===== src/rtl/serial_arith_pkg.sv =====
// serial_arith_pkg: FSM state encoding and default width shared by the serial arithmetic blocks
package serial_arith_pkg;
   localparam logic [1:0] ST_IDLE  = 2'd0;
   localparam logic [1:0] ST_SHIFT = 2'd1;
   localparam logic [1:0] ST_DONE  = 2'd2;
   localparam int DEFAULT_WIDTH = 8;
endpackage


===== src/rtl/full_subtractor_cell.sv =====
// full_subtractor_cell: one-bit full subtractor built from two half-subtractors and an OR
module full_subtractor_cell (
   input  logic a,
   input  logic b,
   input  logic bin,
   output logic d,
   output logic bout
);
   logic w_d1;
   logic w_b1;
   logic w_b2;
   assign w_d1 = a ^ b;
   assign w_b1 = ~a & b;
   assign d    = w_d1 ^ bin;
   assign w_b2 = ~w_d1 & bin;
   assign bout = w_b1 | w_b2;
endmodule


===== src/rtl/serial_subtractor.sv =====
// serial_subtractor: bit-serial LSB-first a-b over WIDTH cycles with a registered borrow
// Defining SERIAL_SUB_OVF_EN adds the signed-overflow output ovf.
module serial_subtractor
   import serial_arith_pkg::*;
#(
   parameter int WIDTH = DEFAULT_WIDTH
) (
   input  logic             clk,
   input  logic             rst,
   input  logic             start,
   input  logic [WIDTH-1:0] a,
   input  logic [WIDTH-1:0] b,
   output logic             busy,
   output logic             done,
   output logic [WIDTH-1:0] diff,
   output logic             borrow
`ifdef SERIAL_SUB_OVF_EN
   ,
   output logic             ovf
`endif
);
   localparam int CW = $clog2(WIDTH);
   logic [1:0]       r_state;
   logic [WIDTH-1:0] r_a;
   logic [WIDTH-1:0] r_b;
   logic [WIDTH-1:0] r_diff;
   logic             r_borrow;
   logic [CW-1:0]    r_cnt;
   logic             w_d;
   logic             w_bout;
`ifdef SERIAL_SUB_OVF_EN
   logic             r_a_msb;
   logic             r_b_msb;
   logic             r_ovf;
   assign ovf = r_ovf;
`endif
   full_subtractor_cell u_cell (
      .a   (r_a[0]),
      .b   (r_b[0]),
      .bin (r_borrow),
      .d   (w_d),
      .bout(w_bout)
   );
   assign busy   = r_state != ST_IDLE;
   assign done   = r_state == ST_DONE;
   assign diff   = r_diff;
   assign borrow = r_borrow;
   always_ff @(posedge clk or posedge rst) begin
      if (rst) begin
         r_state  <= ST_IDLE;
         r_a      <= '0;
         r_b      <= '0;
         r_diff   <= '0;
         r_borrow <= 1'b0;
         r_cnt    <= '0;
`ifdef SERIAL_SUB_OVF_EN
         r_a_msb  <= 1'b0;
         r_b_msb  <= 1'b0;
         r_ovf    <= 1'b0;
`endif
      end else if (r_state == ST_IDLE && start) begin
         r_state  <= ST_SHIFT;
         r_a      <= a;
         r_b      <= b;
         r_diff   <= '0;
         r_borrow <= 1'b0;
         r_cnt    <= '0;
`ifdef SERIAL_SUB_OVF_EN
         r_a_msb  <= a[WIDTH-1];
         r_b_msb  <= b[WIDTH-1];
         r_ovf    <= 1'b0;
`endif
      end else if (r_state == ST_SHIFT) begin
         r_a      <= r_a >> 1;
         r_b      <= r_b >> 1;
         r_diff   <= {w_d, r_diff[WIDTH-1:1]};
         r_borrow <= w_bout;
         r_cnt    <= r_cnt + 1'b1;
         r_state  <= (r_cnt == CW'(WIDTH - 1)) ? ST_DONE : ST_SHIFT;
`ifdef SERIAL_SUB_OVF_EN
         // the last processed bit is the result MSB, so overflow settles on the same edge
         if (r_cnt == CW'(WIDTH - 1)) r_ovf <= (r_a_msb ^ r_b_msb) & (r_a_msb ^ w_d);
`endif
      end else if (r_state == ST_DONE) begin
         r_state  <= ST_IDLE;
      end
   end
endmodule


===== config.mk =====
export PLATFORM = sky130hd
export DESIGN_NAME = serial_subtractor
export DESIGN_NICKNAME = d
export VERILOG_FILES = /design/src/rtl/serial_arith_pkg.sv /design/src/rtl/full_subtractor_cell.sv /design/src/rtl/serial_subtractor.sv
export SDC_FILE = /design/constraint.sdc
export NUM_CORES = 1
export LEC_CHECK = 0
export BUFFER_PORTS_ARGS = -buffer_cell sky130_fd_sc_hd__buf_2
export CORE_ASPECT_RATIO = 0.5
export CORE_MARGIN = 4
export CORE_UTILIZATION = 54
export CTS_BUF_LIST = sky130_fd_sc_hd__clkbuf_16
export DETAILED_ROUTE_END_ITERATION = 10
export PLACE_DENSITY_LB_ADDON = 0.2
export SYNTH_ARGS = -nofsm -noshare
export SYNTH_HDL_FRONTEND = slang
export SYNTH_SLANG_ARGS = --single-unit
export TNS_END_PERCENT = 1

===== constraint.sdc =====
create_clock -name clk -period 1.8 [get_ports clk]
set_input_delay 0 -clock clk [delete_from_list [all_inputs] [get_ports clk]]
set_output_delay 0 -clock clk [all_outputs]
set_load 0.005 [all_outputs]

After elaboration in Yosys (flattened, before gate mapping) --
Index checks and enable logic that the tools add are counted.
Word-level totals: output and inout port bits 11, latch bits 0, input bits 19, word-level logic and storage cells 36, register bits 30, bits in writable memories 0, memory bits (read-only) 0, memories 0
Operators by class: muxes and demuxes 14, add/sub/neg operators 1, bitwise gates (word level) 7, multiply operators 0, reduce and logical (&&, ||, !) cells 5, divide/modulo/power cells 0, magnitude comparators 0, shifts and indexed selects 0, equal/unequal tests 3
Operators with widths (number):
- 2-to-1 mux 8 bit | 6
- 2-to-1 mux 2 bit | 4
- 2-to-1 mux 3 bit | 2
- nonzero test 2 bit | 2
- adder 3 x 1 -> 3 bit, second input constant | 1
- equality test 3 bit, second input constant | 1
- nonzero test 3 bit | 1
- AND 1 bit | 2
- equality test 2 x 1 -> 1 bit, second input constant | 1
- equality test 2 bit, second input constant | 1
- zero test 2 bit | 1
- 2-to-1 mux 1 bit | 2
- inverter 1 bit | 2
- bitwise XOR 1 bit | 2
- logical AND 1 bit | 1
- bitwise OR 1 bit | 1

Longest topological paths before layout --
Gate-level depths: netlist (run 1).
word-level depth 6, depth in mapped cells 4, depth with buffers taken out 4

By module --
From an unflattened synthesis (run 1), not the netlist that was laid out.
Second synthesis, totals: cells, all modules 121, area total of the unflattened synthesis 1412.6 µm²
By module, submodules not included:
- serial_subtractor | sequential area each 750.7 µm², cells an instance 117, times used 1, area each 1381.3 µm²
- full_subtractor_cell | sequential area each 0.0 µm², cells an instance 4, times used 1, area each 31.3 µm²

Least setup slack after synthesis (run 1) --
No wires, ideal clock.
path kind reg-to-reg, start point register r_borrow (netlist: borrow), end point register r_diff[7] (netlist: diff[7]), slack 0.533 ns, clock period less this slack 1.267 ns, setup time 0.121 ns, arrival 1.146 ns, stages on the path, launching flop included 4, data required time 1.679 ns, path buffers 0, path through dfrtp_1 fa_1 inv_1 a22o_1
On the way: word-level cells in the longest chain between the ends 3
Ends and longest elaborated chain:
- start, declared | line serial_subtractor.sv:27 | logic r_borrow;
- start signal, assigned | line serial_subtractor.sv:77 | r_borrow <= w_bout;
- bitwise XOR 1 bit | line full_subtractor_cell.sv:14 | assign d = w_d1 ^ bin;
- 2-to-1 mux 8 bit | line serial_subtractor.sv:73 | end else if (r_state == ST_SHIFT) begin
- 2-to-1 mux 8 bit | line serial_subtractor.sv:61 | end else if (r_state == ST_IDLE && start) begin
- end signal, assigned | line serial_subtractor.sv:76 | r_diff <= {w_d, r_diff[WIDTH-1:1]};
- end, declared | line serial_subtractor.sv:26 | logic [WIDTH-1:0] r_diff;
Every way passes these cells. The select of a mux whose other input is x is not followed. A chain may end at the register's enable or synchronous reset.

Worst setup path in the final report (run 1) --
start point register r_state[1], end point output port done
On the way: word-level cells in the longest chain between the ends 1
Ends and longest elaborated chain:
- start, declared | line serial_subtractor.sv:23 | logic [1:0] r_state;
- start signal, assigned | line serial_subtractor.sv:79 | r_state <= (r_cnt == CW'(WIDTH - 1)) ? ST_DONE : ST_SHIFT;
- equality test 2 bit | line serial_subtractor.sv:45 | assign done = r_state == ST_DONE;
- end, declared | line serial_subtractor.sv:14 | output logic done,
Every way passes these cells.

==> impl_metrics.env, run 1 <==
export IMPL_run_status="finished clean"
export IMPL_rsz0062_at_grt="no"
export IMPL_synthXorXnorAreaFrac_pct=0
export IMPL_routability_congestion=0.668
export IMPL_fraction_of_layout_cells_with_a_size_suffix_above_1_pct=37.8
export IMPL_cts_repair_resized=0
export IMPL_tritoncts="built"
export IMPL_cp_max_fo=23
export IMPL_route_detailed_vias_per_inst=5.56
export IMPL_die_area_sq_um=3880
export IMPL_switching_power_mw=1.21
export IMPL_post_cts_repair_setup_buffers=0
export IMPL_grt_antenna_before_repair=0
export IMPL_ys_warn_count=0
export IMPL_number_of_buffers_inserted_for_hold_repair_after_clock_tree_synthesis=3
export IMPL_fp_row_count=13
export IMPL_postSynthAreaPerCell_sq_um=12.5
export IMPL_drt_antenna_violating_nets=0
export IMPL_post_synth_inst_count=125
export IMPL_cts_sink_count=30
export IMPL_vdd_ir_drop_max_mv=0.835
export IMPL_htree_levels=2
export IMPL_synth_mux_area_fraction_pct=0.719
export IMPL_min_period_over_period_pct=86.5
export IMPL_sw_frac_of_total_pct=36.1
export IMPL_seqCellArea_sq_um=751
export IMPL_met2_length_mm=1.27
export IMPL_multi_input_area_sq_um=676
export IMPL_most_common_cell_after_layout_fill_and_taps_aside="sky130_fd_sc_hd__dfrtp_1"
export IMPL_drt_pass1_iterations=4
export IMPL_die_width_um=84.1
export IMPL_pwr_share_comb_pct=40.5
export IMPL_detailedRoute_firstIterationViolations=38
export IMPL_met3_wirelength_um=176
export IMPL_synth_adder_area_share_pct=2.88
export IMPL_post_synth_top_area_cell="sky130_fd_sc_hd__dfrtp_1"
export IMPL_finalHoldWorstSlack_ns=0.0723
export IMPL_fin_nets=177
export IMPL_yosysTopAreaCellShare_pct=48.0
export IMPL_synthToLayoutAreaGrowth_pct=19.3
export IMPL_p_leak_nw=0.856
export IMPL_leading_cell_types_by_total_area_after_synthesis="sky130_fd_sc_hd__dfrtp_1 48%, sky130_fd_sc_hd__nor4b_2 8.6%, sky130_fd_sc_hd__a22o_1 7.3%"
export IMPL_clk_transition_reported_paths_ns=0.05
export IMPL_synth_top_family_by_area="simple AND/OR/NAND/NOR gates"
export IMPL_worstHoldEndpoint="r_b[3]"
export IMPL_power_internal_mw=2.15
export IMPL_power_density_nw_per_um2=1800
export IMPL_final_sum_of_negative_setup_slack_ns=0
export IMPL_postSynthRegisterBits=30
export IMPL_worstSetupPathType="reg2out"
export IMPL_setup_reg_to_reg_worst_slack_ns=0.25
export IMPL_wl_per_cell_um=15.0
export IMPL_timing_slew_headroom_pct=50.3
export IMPL_layout_common_cells="30 x sky130_fd_sc_hd__dfrtp_1, 29 x sky130_fd_sc_hd__buf_2, 17 x sky130_fd_sc_hd__inv_1"
export IMPL_grt_start_max_net_pins=33
export IMPL_antenna_cells=0
export IMPL_timing_max_transition_violations_final=0
export IMPL_dr_total_vias=1074
export IMPL_synth_cell_area_sq_um=1570
export IMPL_insertion_delay_ns=0.27
export IMPL_grt_overflow_total=0
export IMPL_fmax_ghz=0.642
export IMPL_routedLengthMet1_mm=1.42
export IMPL_synthSimpleGateAreaFrac_pct=20.5
export IMPL_critical_r2r_launch="r_state[1]"
export IMPL_synth_compound_area_share_pct=19.0
export IMPL_top_layer_used="met4"
export IMPL_fp_dieH_um=46.1
export IMPL_globalRouteTotalUtil_pct=18.3
export IMPL_worst_hold_path_num_cells=3
export IMPL_critical_path_required_ns=1.80
export IMPL_start_util_pct=58.3
export IMPL_core_area_sq_um=2680
export IMPL_clk_root_buffer_cell="sky130_fd_sc_hd__clkbuf_16"
export IMPL_timing_critical_path_arrival_ns=1.56
export IMPL_synthDistinctLibCells=22
export IMPL_r2r_worst_path_cells=2
export IMPL_timing_clock_skew_ns=0.00240
export IMPL_place_detailed_hpwl_mm=1.79
export IMPL_min_from="b[3]"
export IMPL_clk_path_buf_depth=2
export IMPL_seq_power_share_pct=36.7
export IMPL_num_io_pins=30
export IMPL_global_route_wire_length_before_repair_mm=5.37
export IMPL_synth_seq_area_share_pct=48.0
export IMPL_via_count_of_the_first_global_routing_pass=1106
export IMPL_mappedNetlistNets=147
export IMPL_worst_slew_pin_slew_ns=0.743
export IMPL_finalSetupViolations=0
export IMPL_hp_class="in2reg"
export IMPL_drcViolationCount=0
export IMPL_finalWorstPathRequiredPeriod_ns=1.56
export IMPL_fillerInstances=202
export IMPL_startpoint_type="flop"
export IMPL_drt_total_wl_mm=2.89
export IMPL_reg2reg_to="r_cnt[0]"
export IMPL_numCtsBuffers=5
export IMPL_critPathCaptureType="output port"
export IMPL_clock_power_share_pct=22.9
export IMPL_final_hold_violation_count=0
export IMPL_io_buffers=29
export IMPL_timing_max_cap_violations=0
==> power groups by stage <==
stage	registers, mW	logic [mW]	clock network (mW)
2_1_floorplan	1.15	1.22	0
3_3_place_gp	1.22	1.33	0
3_5_place_dp	1.24	1.36	0
4_1_cts	1.23	1.38	0.788
5_1_grt	1.28	1.55	0.823
6_report	1.23	1.36	0.769
==> sequential cells by signal, summed over array words and instances (netlist names) <==
name,count
borrow,1
diff,8
r_a,8
r_b,8
r_cnt,3
r_state,2
==> logic make-up (layout without fill, tap and decap cells) <==
family / Yosys count / count (layout)
muxes: 1 / 1
adders and majority gates: 3 / 3
buffers and inverters: 28 / 59
AOI/OAI and AO/OA: 30 / 30
DFF: 30 / 30
and+or+nand+nor: 33 / 33
==> stage by stage <==
stage               area (sq um)  utilization (%)  power, mW  cells  setup slack [ns]
global placement            1700             63.4       2.55    182             0.272
detailed placement          1700             63.4       2.60    182             0.262
CTS                         1870             69.6       3.40    193             0.236
floorplan                   1570                -       2.37    125             0.533
global route                1870             69.6       3.66    193             0.117
finish                      1870             69.6       3.36    193             0.242
==> cell usage after synthesis <==
master / n
sky130_fd_sc_hd__buf_2: 3
sky130_fd_sc_hd__o21bai_4: 1
sky130_fd_sc_hd__buf_6: 2
sky130_fd_sc_hd__a22o_1: 13
sky130_fd_sc_hd__buf_4: 4
sky130_fd_sc_hd__o21a_1: 1
sky130_fd_sc_hd__nor3b_2: 1
sky130_fd_sc_hd__mux2_2: 1
sky130_fd_sc_hd__nand2b_1: 1
sky130_fd_sc_hd__nor3b_1: 14
sky130_fd_sc_hd__ha_1: 2
sky130_fd_sc_hd__clkbuf_1: 3
sky130_fd_sc_hd__nor4b_1: 5
sky130_fd_sc_hd__nor4b_2: 9
sky130_fd_sc_hd__a21o_1: 1
sky130_fd_sc_hd__inv_1: 16
sky130_fd_sc_hd__a211oi_2: 9
sky130_fd_sc_hd__or2_1: 1
sky130_fd_sc_hd__a211oi_1: 5
sky130_fd_sc_hd__nor2b_1: 2
sky130_fd_sc_hd__fa_1: 1
sky130_fd_sc_hd__dfrtp_1: 30
==> worst max path at each step <==
stage / startpoint / to / cells past startpoint
floorplan: borrow / diff[7] / 3
detailed placement: r_state[1] / r_cnt[0] / 2
global placement: r_state[1] / r_cnt[0] / 2
global route: r_state[1] / r_cnt[0] / 2
CTS: r_state[1] / borrow / 2
finish: r_state[1] / done / 3
==> cell type report <==
cell class | count | area share, %
clock buffers | 5 | 6.70
inverters | 16 | 3.22
clock inverters | 3 | 0.670
repair buffers | 35 | 10.6
multi-input cells | 67 | 36.2
well taps | 37 | 2.48
flip-flops and latches | 30 | 40.2
==> routing by layer <==
| layer | global-route usage [%] | up-vias |
|---|---|---|
| li1 | - | 522 |
| met1 | 25.0 | 520 |
| met2 | 27.4 | 27 |
| met3 | 6.43 | 5 |
| met4 | 6.73 | 0 |
| met5 | 0 | - |
==> worst max-delay path, cell delays in order (launching register included) <==
cell	delay, ns
sky130_fd_sc_hd__dfrtp_1	0.64
sky130_fd_sc_hd__buf_4	0.37
sky130_fd_sc_hd__nor2b_1	0.15
sky130_fd_sc_hd__buf_2	0.11
(Power assumes the default switching activity.)
==> run 2, diff against run 1 <==
- ABC_AREA: unset -> 1
- CELL_PAD_IN_SITES_DETAIL_PLACEMENT: unset -> 0
- CELL_PAD_IN_SITES_GLOBAL_PLACEMENT: unset -> 1
- CORE_ASPECT_RATIO: 0.5 -> 0.6
- CORE_UTILIZATION: 54 -> 39
==> impl_metrics.env, run 2 <==
export IMPL_timing_max_cap_violations=0
export IMPL_placedInstanceArea_sq_um=1520
export IMPL_cts_sink_count=30
export IMPL_run_status="finished clean"
export IMPL_grt_antenna_before_repair=0
export IMPL_timing_critical_path_arrival_ns=1.47
export IMPL_critical_path_required_ns=2.00
export IMPL_synth_mux_area_fraction_pct=0
export IMPL_post_synth_inst_count=151
export IMPL_hp_class="in2reg"
export IMPL_antenna_cells=0
export IMPL_via_count_of_the_first_global_routing_pass=1114
export IMPL_critPathCaptureType="flop"
export IMPL_yosys_most_used_dff="sky130_fd_sc_hd__dfrtp_1"
export IMPL_synthToLayoutAreaGrowth_pct=35.9
export IMPL_yosysTopAreaCellShare_pct=56.1
export IMPL_pwr_share_comb_pct=35.6
export IMPL_die_width_um=83.6
export IMPL_numCtsBuffers=5
export IMPL_cp_max_fo=15
export IMPL_start_util_pct=40.8
export IMPL_grt_start_max_net_pins=31
export IMPL_p_leak_nw=0.960
export IMPL_ys_warn_count=0
export IMPL_launch_point_of_the_worst_path="r_state[0]"
export IMPL_finalHoldWorstSlack_ns=0.0168
export IMPL_leading_cell_types_by_total_area_after_synthesis="sky130_fd_sc_hd__dfrtp_1 56%, sky130_fd_sc_hd__nand2_1 19%, sky130_fd_sc_hd__nand3_1 11%"
export IMPL_post_route_worst_setup_slack_ns=0.539
export IMPL_tritoncts="built"
export IMPL_power_internal_mw=1.87
export IMPL_fillerInstances=314
export IMPL_power_density_nw_per_um2=1610
export IMPL_num_io_pins=30
export IMPL_htree_levels=2
export IMPL_synth_adder_area_share_pct=3.36
export IMPL_final_hold_violation_count=0
export IMPL_sw_frac_of_total_pct=36.1
export IMPL_synth_cell_area_sq_um=1340
export IMPL_synthDistinctLibCells=16
export IMPL_seq_power_share_pct=38.3
export IMPL_clk_root_buffer_cell="sky130_fd_sc_hd__clkbuf_16"
export IMPL_drcViolationCount=0
export IMPL_wl_per_cell_um=12.0
export IMPL_postLayoutCoreUtil_pct=55.4
export IMPL_insertion_delay_ns=0.27
export IMPL_route_detailed_vias_per_inst=4.61
export IMPL_startpoint_type="flop"
export IMPL_synth_cells_most_frequent="66 x sky130_fd_sc_hd__nand2_1, 30 x sky130_fd_sc_hd__dfrtp_1, 30 x sky130_fd_sc_hd__nand3_1, 6 x sky130_fd_sc_hd__inv_1"
export IMPL_final_sum_of_negative_setup_slack_ns=0
export IMPL_switching_power_mw=1.06
export IMPL_finalWorstPathRequiredPeriod_ns=1.26
export IMPL_layout_common_cells="66 x sky130_fd_sc_hd__nand2_1, 30 x sky130_fd_sc_hd__nand3_1, 30 x sky130_fd_sc_hd__dfrtp_1"
export IMPL_core_area_sq_um=3280
export IMPL_synth_top_family_by_area="simple AND/OR/NAND/NOR gates"
export IMPL_vdd_ir_drop_max_mv=0.738
export IMPL_clk_transition_reported_paths_ns=0.05
export IMPL_clock_power_share_pct=26.1
export IMPL_die_area_sq_um=4470
export IMPL_drt_total_wl_mm=2.94
export IMPL_drt_pass1_iterations=4
export IMPL_place_detailed_hpwl_mm=1.89
export IMPL_min_from="b[6]"
export IMPL_globalRouteTotalUtil_pct=15.6
export IMPL_global_route_wire_length_before_repair_mm=5.15
export IMPL_fp_row_count=16
export IMPL_timing_clock_skew_ns=0.00576
export IMPL_clk_path_buf_depth=2
export IMPL_drt_antenna_violating_nets=0
export IMPL_timing_slew_headroom_pct=74.7
export IMPL_synth_edf_count=0
export IMPL_seqCellArea_sq_um=751
export IMPL_detailedRoute_firstIterationViolations=77
export IMPL_post_cts_repair_setup_buffers=0
export IMPL_worst_slew_pin_slew_ns=0.380
export IMPL_dp_slack_ns=0.548
export IMPL_io_buffers=29
export IMPL_synth_compound_area_share_pct=2.71
export IMPL_timing_max_transition_violations_final=0
export IMPL_mappedNetlistNets=173
export IMPL_dr_total_vias=1135
export IMPL_min_period_over_period_pct=70.0
export IMPL_final_cell_area_sq_um=1820
export IMPL_yosysMostFrequentCell="sky130_fd_sc_hd__nand2_1"
export IMPL_post_synth_top_area_cell="sky130_fd_sc_hd__dfrtp_1"
export IMPL_synth_seq_area_share_pct=56.1
export IMPL_postSynthRegisterBits=30
export IMPL_rsz0062_at_grt="no"
export IMPL_fin_nets=222
export IMPL_postSynthAreaPerCell_sq_um=8.87
export IMPL_synthSimpleGateAreaFrac_pct=31.3
export IMPL_most_common_cell_after_layout_fill_and_taps_aside="sky130_fd_sc_hd__nand2_1"
export IMPL_routability_congestion=0.726
export IMPL_synthXorXnorAreaFrac_pct=0
export IMPL_fraction_of_layout_cells_with_a_size_suffix_above_1_pct=21.4
export IMPL_grt_overflow_total=0
export IMPL_fp_dieH_um=53.4
export IMPL_multi_input_area_sq_um=500
export IMPL_worstSetupPathType="reg2reg"
export IMPL_synth_async_sr_flop_share_pct=100
export IMPL_critical_r2r_launch="r_state[0]"
export IMPL_finalSetupViolations=0
export IMPL_fmax_ghz=0.793
[run 2: cell count changes after synthesis, moves of 2 or more]
cell,previous run,this run
sky130_fd_sc_hd__nor2b_1,2,0
sky130_fd_sc_hd__clkbuf_1,3,0
sky130_fd_sc_hd__inv_1,16,6
sky130_fd_sc_hd__nand3_1,0,30
sky130_fd_sc_hd__buf_2,3,1
sky130_fd_sc_hd__nand2_1,0,66
sky130_fd_sc_hd__nor4b_1,5,0
sky130_fd_sc_hd__nor4b_2,9,0
sky130_fd_sc_hd__a211oi_1,5,0
sky130_fd_sc_hd__o21ai_0,0,3
sky130_fd_sc_hd__nor3b_1,14,0
sky130_fd_sc_hd__a22o_1,13,0
sky130_fd_sc_hd__a211oi_2,9,0
[run 2: through the flow]
step | instances | total power [mW]
final | 246 | 2.93
after CTS | 246 | 2.97
after detailed placement | 222 | 2.16
after global routing | 246 | 3.21
after global placement | 222 | 2.14
after floorplan | 151 | 1.87
[run 2: layout make-up]
| cell class | instances | share of cell area, % |
|---|---|---|
| Clock buffer | 5 | 6.88 |
| Clock inverter | 3 | 0.688 |
| Inverter | 7 | 1.44 |
| Multi-Input combinational cell | 107 | 27.5 |
| Sequential cell | 30 | 41.3 |
| Tap cell | 45 | 3.09 |
| Timing Repair Buffer | 49 | 19.1 |
[run 2: worst paths after layout]
check	to	slack, ns	cells past startpoint
setup reg to reg	r_b[2]	0.54	5
hold reg to reg	r_b[7]	0.47	2
setup / recovery	r_b[2]	0.54	5
hold / removal	r_b[6]	0.02	3
max in group asynchronous	r_a[2]	1.17	4
min in group asynchronous	r_cnt[2]	0.35	4
[run 2: repair_timing]
item	CTS	global route
hold endpoints to repair	45	0
resized for setup	0	0
setup endpoints to repair	0	0
hold buffers	16	0
[run 2: kinds of logic after synthesis]
family | after synthesis
compound gates | 5
fa+ha+maj | 3
buf+inv | 14
flops | 30
simple gates | 99
[run 2: per-layer routing]
metal  routed length, um  vias up  share of wire [%]  global-route usage (%)
met5                   0        -                  0                       0
met4                  91        0                3.1                    9.89
met3                 204       10                6.9                    4.98
met2                1220       34                 41                    22.8
met1                1420      511                 48                    20.1
li1                    -      580                  -                       -
[run 2: critical path, cell delays in order, from the launching register on]
cell                      delay, ns
sky130_fd_sc_hd__dfrtp_1       0.46
sky130_fd_sc_hd__inv_2         0.09
sky130_fd_sc_hd__nor2_4        0.23
sky130_fd_sc_hd__buf_4         0.26
sky130_fd_sc_hd__nand2_1       0.07
sky130_fd_sc_hd__nand3_1       0.08
[run 2: power groups by stage]
stage	combinational (mW)	sequential [mW]	clock, mW
after floorplan	0.767	1.10	0
after CTS	1.06	1.12	0.794
after detailed placement	1.04	1.12	0
after global placement	1.02	1.13	0
after global routing	1.22	1.16	0.822
final	1.04	1.12	0.766
